==> config.mk <==
export PLATFORM = sky130hd
export DESIGN_NAME = adc_scan_arbiter
export DESIGN_NICKNAME = d
export VERILOG_FILES = /design/src/rtl/adc_scan_arbiter.sv
export SDC_FILE = /design/constraint.sdc
export NUM_CORES = 1
export LEC_CHECK = 0
export CAP_MARGIN = 20
export CELL_PAD_IN_SITES_DETAIL_PLACEMENT = 0
export CELL_PAD_IN_SITES_GLOBAL_PLACEMENT = 1
export CORE_UTILIZATION = 32
export CTS_BUF_LIST = sky130_fd_sc_hd__clkbuf_4
export CTS_CLUSTER_DIAMETER = 120
export DETAILED_ROUTE_END_ITERATION = 8
export PLACE_DENSITY = 0.84
export SETUP_SLACK_MARGIN = 0.02
export SKIP_LAST_GASP = 1
export SYNTH_ARGS = -nofsm -noshare
export SYNTH_HDL_FRONTEND = slang
export SYNTH_SLANG_ARGS = --single-unit
==> constraint.sdc <==
create_clock -name clk -period 1.7 [get_ports clk]
set_clock_uncertainty 0.15 [all_clocks]
set_input_delay 0.17 -clock clk [delete_from_list [all_inputs] [get_ports clk]]
set_output_delay 0.17 -clock clk [all_outputs]
set_load 0.02 [all_outputs]
==> src/rtl/adc_scan_arbiter.sv <==
// Round-robin sharing of one SPI ADC capture core between NREQ requesters.
// Grants a start, waits for done or timeout, returns a tagged response, then idles for a guard gap.
module adc_scan_arbiter #(
    parameter int NREQ    = 4,
    parameter int CHW     = 4,
    parameter int DW      = 16,
    parameter int TIMEOUT = 1024,
    parameter int T_GAP   = 4,
    localparam int IDW    = (NREQ > 1) ? $clog2(NREQ) : 1
) (
    input  logic                  clk,
    input  logic                  rst,
    input  logic [NREQ-1:0]       req,
    input  logic [NREQ*CHW-1:0]   req_ch,
    output logic [NREQ-1:0]       gnt,
    output logic                  adc_start,
    output logic [CHW-1:0]        adc_ch,
    input  logic                  adc_busy,
    input  logic                  adc_done,
    input  logic [DW-1:0]         adc_data,
    output logic                  rsp_valid,
    input  logic                  rsp_ready,
    output logic [IDW-1:0]        rsp_id,
    output logic [DW-1:0]         rsp_data,
    output logic                  rsp_err,
    output logic                  idle
);
    localparam int TW = $clog2((TIMEOUT > T_GAP) ? TIMEOUT : T_GAP + 1);

    typedef enum logic [1:0] {IDLE, WAIT, RESP, GAP} state_t;

    state_t          state_q;
    logic [IDW-1:0]  rr_q;
    logic [TW-1:0]   timer_q;
    logic [NREQ-1:0] gnt_q;
    logic            start_q;
    logic [CHW-1:0]  ch_q;
    logic            vld_q;
    logic [IDW-1:0]  id_q;
    logic [DW-1:0]   data_q;
    logic            err_q;
    logic            idle_q;

    logic            win_vld;
    logic [IDW-1:0]  win_id;
    logic [IDW-1:0]  nxt_ptr;
    logic [IDW:0]    sum;

    // Scan from rr_q upward with wrap; first pending request wins.
    always_comb begin
        win_vld = 1'b0;
        win_id  = '0;
        sum     = '0;
        for (int k = 0; k < NREQ; k++) begin
            sum = {1'b0, rr_q} + (IDW+1)'(k);
            if (sum >= (IDW+1)'(NREQ)) sum = sum - (IDW+1)'(NREQ);
            if (!win_vld && req[sum[IDW-1:0]]) begin
                win_vld = 1'b1;
                win_id  = sum[IDW-1:0];
            end
        end
    end

    assign nxt_ptr = (win_id == IDW'(NREQ - 1)) ? '0 : win_id + 1'b1;

    always_ff @(posedge clk or posedge rst) begin
        if (rst) begin
            state_q <= IDLE;
            rr_q    <= '0;
            timer_q <= '0;
            gnt_q   <= '0;
            start_q <= 1'b0;
            ch_q    <= '0;
            vld_q   <= 1'b0;
            id_q    <= '0;
            data_q  <= '0;
            err_q   <= 1'b0;
            idle_q  <= 1'b1;
        end else begin
            gnt_q   <= '0;
            start_q <= 1'b0;
            case (state_q)
                IDLE: begin
                    if (win_vld && !adc_busy) begin
                        gnt_q[win_id] <= 1'b1;
                        start_q       <= 1'b1;
                        ch_q          <= req_ch[int'(win_id)*CHW +: CHW];
                        id_q          <= win_id;
                        rr_q          <= nxt_ptr;
                        timer_q       <= '0;
                        idle_q        <= 1'b0;
                        state_q       <= WAIT;
                    end
                end
                WAIT: begin
                    timer_q <= timer_q + 1'b1;
                    // A done landing on the timeout cycle still delivers its data.
                    if (adc_done) begin
                        data_q  <= adc_data;
                        err_q   <= 1'b0;
                        vld_q   <= 1'b1;
                        state_q <= RESP;
                    end else if (timer_q == TW'(TIMEOUT - 1)) begin
                        data_q  <= '0;
                        err_q   <= 1'b1;
                        vld_q   <= 1'b1;
                        state_q <= RESP;
                    end
                end
                RESP: begin
                    if (rsp_ready) begin
                        vld_q   <= 1'b0;
                        timer_q <= '0;
                        state_q <= GAP;
                    end
                end
                GAP: begin
                    if (timer_q == TW'(T_GAP - 1)) begin
                        idle_q  <= 1'b1;
                        state_q <= IDLE;
                    end else begin
                        timer_q <= timer_q + 1'b1;
                    end
                end
                default: begin
                    idle_q  <= 1'b1;
                    state_q <= IDLE;
                end
            endcase
        end
    end

    assign gnt       = gnt_q;
    assign adc_start = start_q;
    assign adc_ch    = ch_q;
    assign rsp_valid = vld_q;
    assign rsp_id    = id_q;
    assign rsp_data  = data_q;
    assign rsp_err   = err_q;
    assign idle      = idle_q;

endmodule

== Yosys cells after proc, flatten, opt, wreduce, memory -nomap -nowiden ==
Index checks and enable logic that the tools add are counted.

* $add $sub $neg: 9
* Order comparisons: 10
* Equal/unequal tests: 11
* Shift operators: 1
* Mux-type cells: 47
* Reduce and logical (&&, ||, !) cells: 19

{| class="wikitable"
|+ Operator list
! operator !! number
|-
| one-hot mux 10 bit (4 select lines) || 1
|-
| 2-to-1 mux 16 bit || 2
|-
| 2-to-1 mux 10 bit || 3
|-
| 2-to-1 mux 2 bit || 14
|-
| 2-to-1 mux 1 bit || 17
|-
| indexed part select 16 x 5 -> 4 bit || 1
|-
| less-than comparator 2 x 3 -> 1 bit (second input constant) || 5
|-
| adder 10 x 1 -> 10 bit (second input constant) || 1
|-
| == test 10 bit (second input constant) || 1
|-
| == test 10 x 2 -> 1 bit (second input constant) || 1
|-
| >= comparator 3 bit (second input constant) || 3
|-
| AND reduction 3 bit || 3
|-
| binary-select mux 1 bit (select 2 bit) || 4
|-
| 2-to-1 mux 4 bit || 2
|-
| != test 2 bit (second input constant) || 4
|-
| one-hot mux 2 bit (4 select lines) || 1
|-
| subtractor 2 x 1 -> 2 bit (second input constant) || 4
|-
| adder 2 x 2 -> 3 bit (second input constant) || 2
|-
| == test 2 bit (second input constant) || 3
|-
| nonzero test 2 bit || 3
|-
| logical AND 1 bit || 5
|-
| zero test 1 bit || 4
|-
| one-hot mux 1 bit (2 select lines) || 2
|-
| AND reduction 2 bit || 2
|-
| 9 further kinds || 9
|}

* Bits in registers: 44
* Input port bits: 41
* Output and inout bits: 30
* Logic and storage cells: 108

== Depth between registers and ports, before layout ==
Gate-level depths: netlist (run 1).

* Word-level depth: 20
* Mapped depth: 7
* Mapped depth without buffers: 7

== Least setup slack after synthesis (run 1) ==
Ideal clock, no wire load.

* Path type: register to register
* From: reg timer_q[0]
* To: reg state_q[1]
* Setup time: 125 ps
* Arrival: 1592 ps
* Required time: 1425 ps
* Slack: -167 ps
* Cell stages (with the launch flop): 7
* Path buffers: 0
* Cells stage by stage: dfrtp_1 -> ha_1 -> nor3b_1 -> and3_1 -> nor2b_1 -> a211o_1 -> mux2_4

* Cells in the longest elaborated chain, start to end: 3
* Elaborated cells on any way between the ends: 5
* Classes of those cells: 4 x eq/ne; 1 x reduce/logical

{| class="wikitable"
|+ RTL lines
! element !! line !! RTL
|-
| start, declared || 34 || <nowiki>logic [TW-1:0] timer_q;</nowiki>
|-
| start signal, assigned || 96 || <nowiki>timer_q <= timer_q + 1'b1;</nowiki>
|-
| start signal, assigned || 122 || <nowiki>timer_q <= timer_q + 1'b1;</nowiki>
|-
| == test 10 bit / == test 10 x 2 -> 1 bit (equally long branches) || 103, 118 ||
|-
| != test 3 bit (no source line) / != test 2 bit (equally long branches) || n/a ||
|-
| AND reduction 4 bit (no source line) (*) || n/a ||
|-
| end signal, assigned || 102 || <nowiki>state_q <= RESP;</nowiki>
|-
| end signal, assigned || 107 || <nowiki>state_q <= RESP;</nowiki>
|-
| end signal, assigned || 114 || <nowiki>state_q <= GAP;</nowiki>
|-
| end, declared || 32 || <nowiki>state_t state_q;</nowiki>
|}

Every way passes the cells marked *; elsewhere a longest branch is shown, timed or not.
A chain may end at the register's enable or synchronous reset.

== Worst setup path after layout (run 1) ==
* From: reg timer_q[1]
* To: reg timer_q[9]

* Cells in the longest elaborated chain, start to end: 3
* Elaborated cells on any way between the ends: 6
* Classes of those cells: 1 x add/sub; 2 x eq/ne; 2 x mux; 1 x reduce/logical

{| class="wikitable"
|+ RTL lines
! element !! line
|-
| adder 10 x 1 -> 10 bit / == test 10 x 2 -> 1 bit (equally long branches) || 96, 122, 118
|-
| 2-to-1 mux 10 bit / != test 2 bit (equally long branches) || n/a
|-
| one-hot mux 10 bit (4 select lines) / AND reduction 3 bit (equally long branches) || n/a
|}

Several ways; a longest one is shown, not always the timed one. The select of a mux whose other input is x is not followed.

==> flow_summary.toml, run 1 <==
[final_layout]
layout-drive-gt1-share_pct = 30.1
final_cells = 403
finalNetCount = 373
area_growth_pct = 76.3
n_antenna_cell = 0
seqCellArea_um2 = 1100
multi_input_area_um2 = 1200
n_fill_cell = 532

[flow_run]
cap_viol_max_count = 0

[run_status]
violations = "setup timing"
status = "finished, violations left"

[floorplan]
start_util_pct = 33.2
rows = 29
die_h_um = 83.5
die_w_um = 83.5
core_area_um2 = 6390
ios = 71
die-area_um2 = 6960

[timing]
slew_violations = 0
fmax_mhz = 524
worstMarginPinSlew_ns = 0.339
setup_viol = 32
finalHoldViolations = 0
grt_setup_unrepaired = "true"
min_period_ns = 1.91
max_slew_margin_pct = 77.3
timing.final.crit_share_pct = 112
layout_setup_ws_ns = -0.209

[grt]
first_global_vias = 2122
grt_use_total_pct = 17.6
grt_pass1_wl_um = 9800
grt_overflow = 0
antenna_found_initial = 0
grt_max_degree = 45

[place]
dp_hpwl_um = 4050
port_buffers = 70
gp_congestion = 0.735
dpl.cell_count = 382
pre_cts_slack_ns = -0.442

[clocking]
cts_tree = "built"
cts.path.max_buffers = 2
clock_sinks = 44
root_buffer = "clkbuf_4"
clk_latency_ns = 0.37
hold_buffers = 0
htreeDepth = 2
numCtsBuffers = 5
clk_pin_slew_ns = 0.13

[synth]
syn_area_um2 = 2120
ys_warn_count = 0
synth_area_leaders = "dfrtp_1, a22o_1, ha_1"
yosysTopAreaCell = "dfrtp_1"
avgSynthCellArea_um2 = 10.5
syn_inst = 203
ys_ff_latch = 44
ys_seq_area_share_pct = 51.9
synth_top_area_share_pct = 50.7
synth_cell_types = 40
syn-num-nets = 251

[route]
routed_wl_um = 6060
drtPass1Iterations = 4
viasPerCell = 5.00
postRouteAntennaNets = 0
vias = 2013
drt_first_iter_violations = 91
route.detailed.drc = 0
wire_per_inst_um = 15.0

[worst_setup_path]
reg2reg_slack_ns = -0.21
worst-path-max-fanout = 5
rr_worst_depth = 6
worstReg2RegEnd = "timer_q[9]$_DFFE_PP0P_"
end_kind = "register"
crit_path_start_kind = "register"
arrival_ns = 2.05
cp.required_ns = 1.84
crit_type = "register to register"
timing.rr.start = "timer_q[1]$_DFFE_PP0P_"

[min_path]
min_path_type = "input pin to asynchronous set/reset pin"

[power_and_ir_drop]
comb_power_share_pct = 58.4
power_frac_clock_pct = 12.1
p_sw_share_pct = 37.8
powerDensity_nw_per_um2 = 1470
fin_total_pwr_mw = 5.49
internal_power_mw = 3.42
power_switching_mw = 2.08
cellLeakagePower_nw = 1.91
p_seq_share_pct = 29.4
ir_drop_mv = 0.843
area by class of cell:
cell class | instances | share of cell area [%]
Inverter | 8 | 0.869
Multi-Input combinational cell | 144 | 32.2
Clock buffer | 6 | 1.20
Sequential cell | 44 | 29.5
Clock inverter | 2 | 0.936
Timing Repair Buffer | 122 | 32.8
Tap cell | 77 | 2.57
placed cells by master, fill, tap and decap left out, types with 3 or more instances in the layout:
cell type	synthesis	final
buf_4	1	42
nor2_1	14	14
buf_6	1	5
clkbuf_4	0	6
mux2i_1	6	6
dfrtp_1	43	42
clkdlybuf4s50_1	0	42
nand3_1	5	4
dlymetal6s2s_1	0	21
nand2_1	17	15
dlygate4sd2_1	0	7
nor3_2	1	3
o21ai_0	12	8
a22o_1	17	17
nand2b_1	5	3
buf_12	0	3
o21ai_1	1	5
or3_1	7	7
and3_1	3	3
nand4_1	5	5
a2111oi_4	0	4
ha_2	0	4
inv_1	7	5
a21oi_1	12	10
Yosys cell counts (all sizes together):
| library cell | count |
|---|---|
| nor4 | 2 |
| ha | 7 |
| and3 | 3 |
| o21ai | 14 |
| a21o | 2 |
| a2111oi | 4 |
| mux2i | 6 |
| clkbuf | 3 |
| nand2 | 17 |
| or2 | 1 |
| nand3b | 1 |
| mux2 | 1 |
| nor2b | 1 |
| nor3 | 5 |
| xor2 | 2 |
| nand3 | 5 |
| nand2b | 5 |
| a21oi | 12 |
| or3 | 7 |
| a211o | 1 |
| dfstp | 1 |
| and2 | 2 |
| nor2 | 14 |
| and4 | 2 |
| inv | 8 |
| a211oi | 4 |
| a22o | 17 |
| a31oi | 1 |
| o2bb2a | 1 |
| nand4 | 5 |
| dfrtp | 43 |
| nor3b | 1 |
| buf | 5 |
metrics by stage:
step	hold WS, ns	TNS (ns)	util [%]	instance area (µm²)
global route	0.0458	-5.99	58.6	3740
finish	0.0167	-3.05	58.6	3740
CTS	0.00494	-3.24	56.2	3590
floorplan	0.153	-1.03	-	2210
global placement	0.311	-10.04	51.2	3270
detailed placement	0.318	-11.89	51.2	3270
cells by family (layout without fill, tap and decap cells):
kind of cell,Yosys count,after routing,share of synthesized area [%]
AOI/OAI and AO/OA,56,56,18.3
xor gates and xnor gates,2,2,0.825
adders and majority gates,7,7,4.12
buffers and inverters,16,138,3.48
DFF,44,44,51.9
muxes,7,7,3.54
and+or+nand+nor,71,72,17.9
worst max path at each step:
stage,start,end,cells after the start
final,timer_q[1]$_DFFE_PP0P_,timer_q[9]$_DFFE_PP0P_,6
after global routing,timer_q[1]$_DFFE_PP0P_,timer_q[9]$_DFFE_PP0P_,6
after CTS,timer_q[1]$_DFFE_PP0P_,timer_q[9]$_DFFE_PP0P_,6
after detailed placement,req[0],adc_ch[0]$_DFFE_PP0P_,6
after global placement,req[0],adc_ch[0]$_DFFE_PP0P_,6
after floorplan,timer_q[0]$_DFFE_PP0P_,state_q[1]$_DFFE_PP0P_,5
critical path, cell delays in order (launching register included):
cell     delay (ns)
dfrtp_1        0.41
ha_2           0.20
nor3b_4        0.15
nand4_1        0.15
nand4_1        0.24
or3_1          0.37
a21oi_1        0.15
flip-flops by register name, indices dropped and copies added (netlist names):
register / count
rsp_valid: 1
rsp_id: 2
idle: 1
rsp_data: 16
adc_start: 1
rsp_err: 1
state_q: 2
timer_q: 10
gnt: 4
rr_q: 2
adc_ch: 4
per-layer routing:
layer | share of wire (%) | vias to the layer above | GRT usage, %
met4 | 2.0 | 0 | 7.55
li1 | - | 987 | -
met2 | 51 | 52 | 30.5
met3 | 2.8 | 9 | 2.67
met1 | 44 | 965 | 21.8
met5 | 0 | - | 0
power by group through the flow:
stage | sequential [mW] | combinational (mW) | clock (mW)
after floorplan | 1.99 | 1.10 | 0
after global placement | 1.62 | 2.66 | 0
after detailed placement | 1.64 | 2.71 | 0
after CTS | 1.62 | 3.07 | 0.677
after global routing | 1.66 | 3.44 | 0.721
final | 1.62 | 3.21 | 0.666
what timing repair did:
action                     4_1_cts  5_1_grt
resized for setup               35       39
pin swaps                       14       28
gates cloned                     2        2
setup buffers                   12        2
setup endpoints to repair       43       63
Note: power is estimated with default switching activity, not from simulation.
==> run 2, diff against run 1 <==
CTS_CLUSTER_DIAMETER = default   (was 120)
CTS_CLUSTER_SIZE = 16   (was default)
==> results of run 2 <==
Final layout, timing and power as in run 1 (identical DEF).
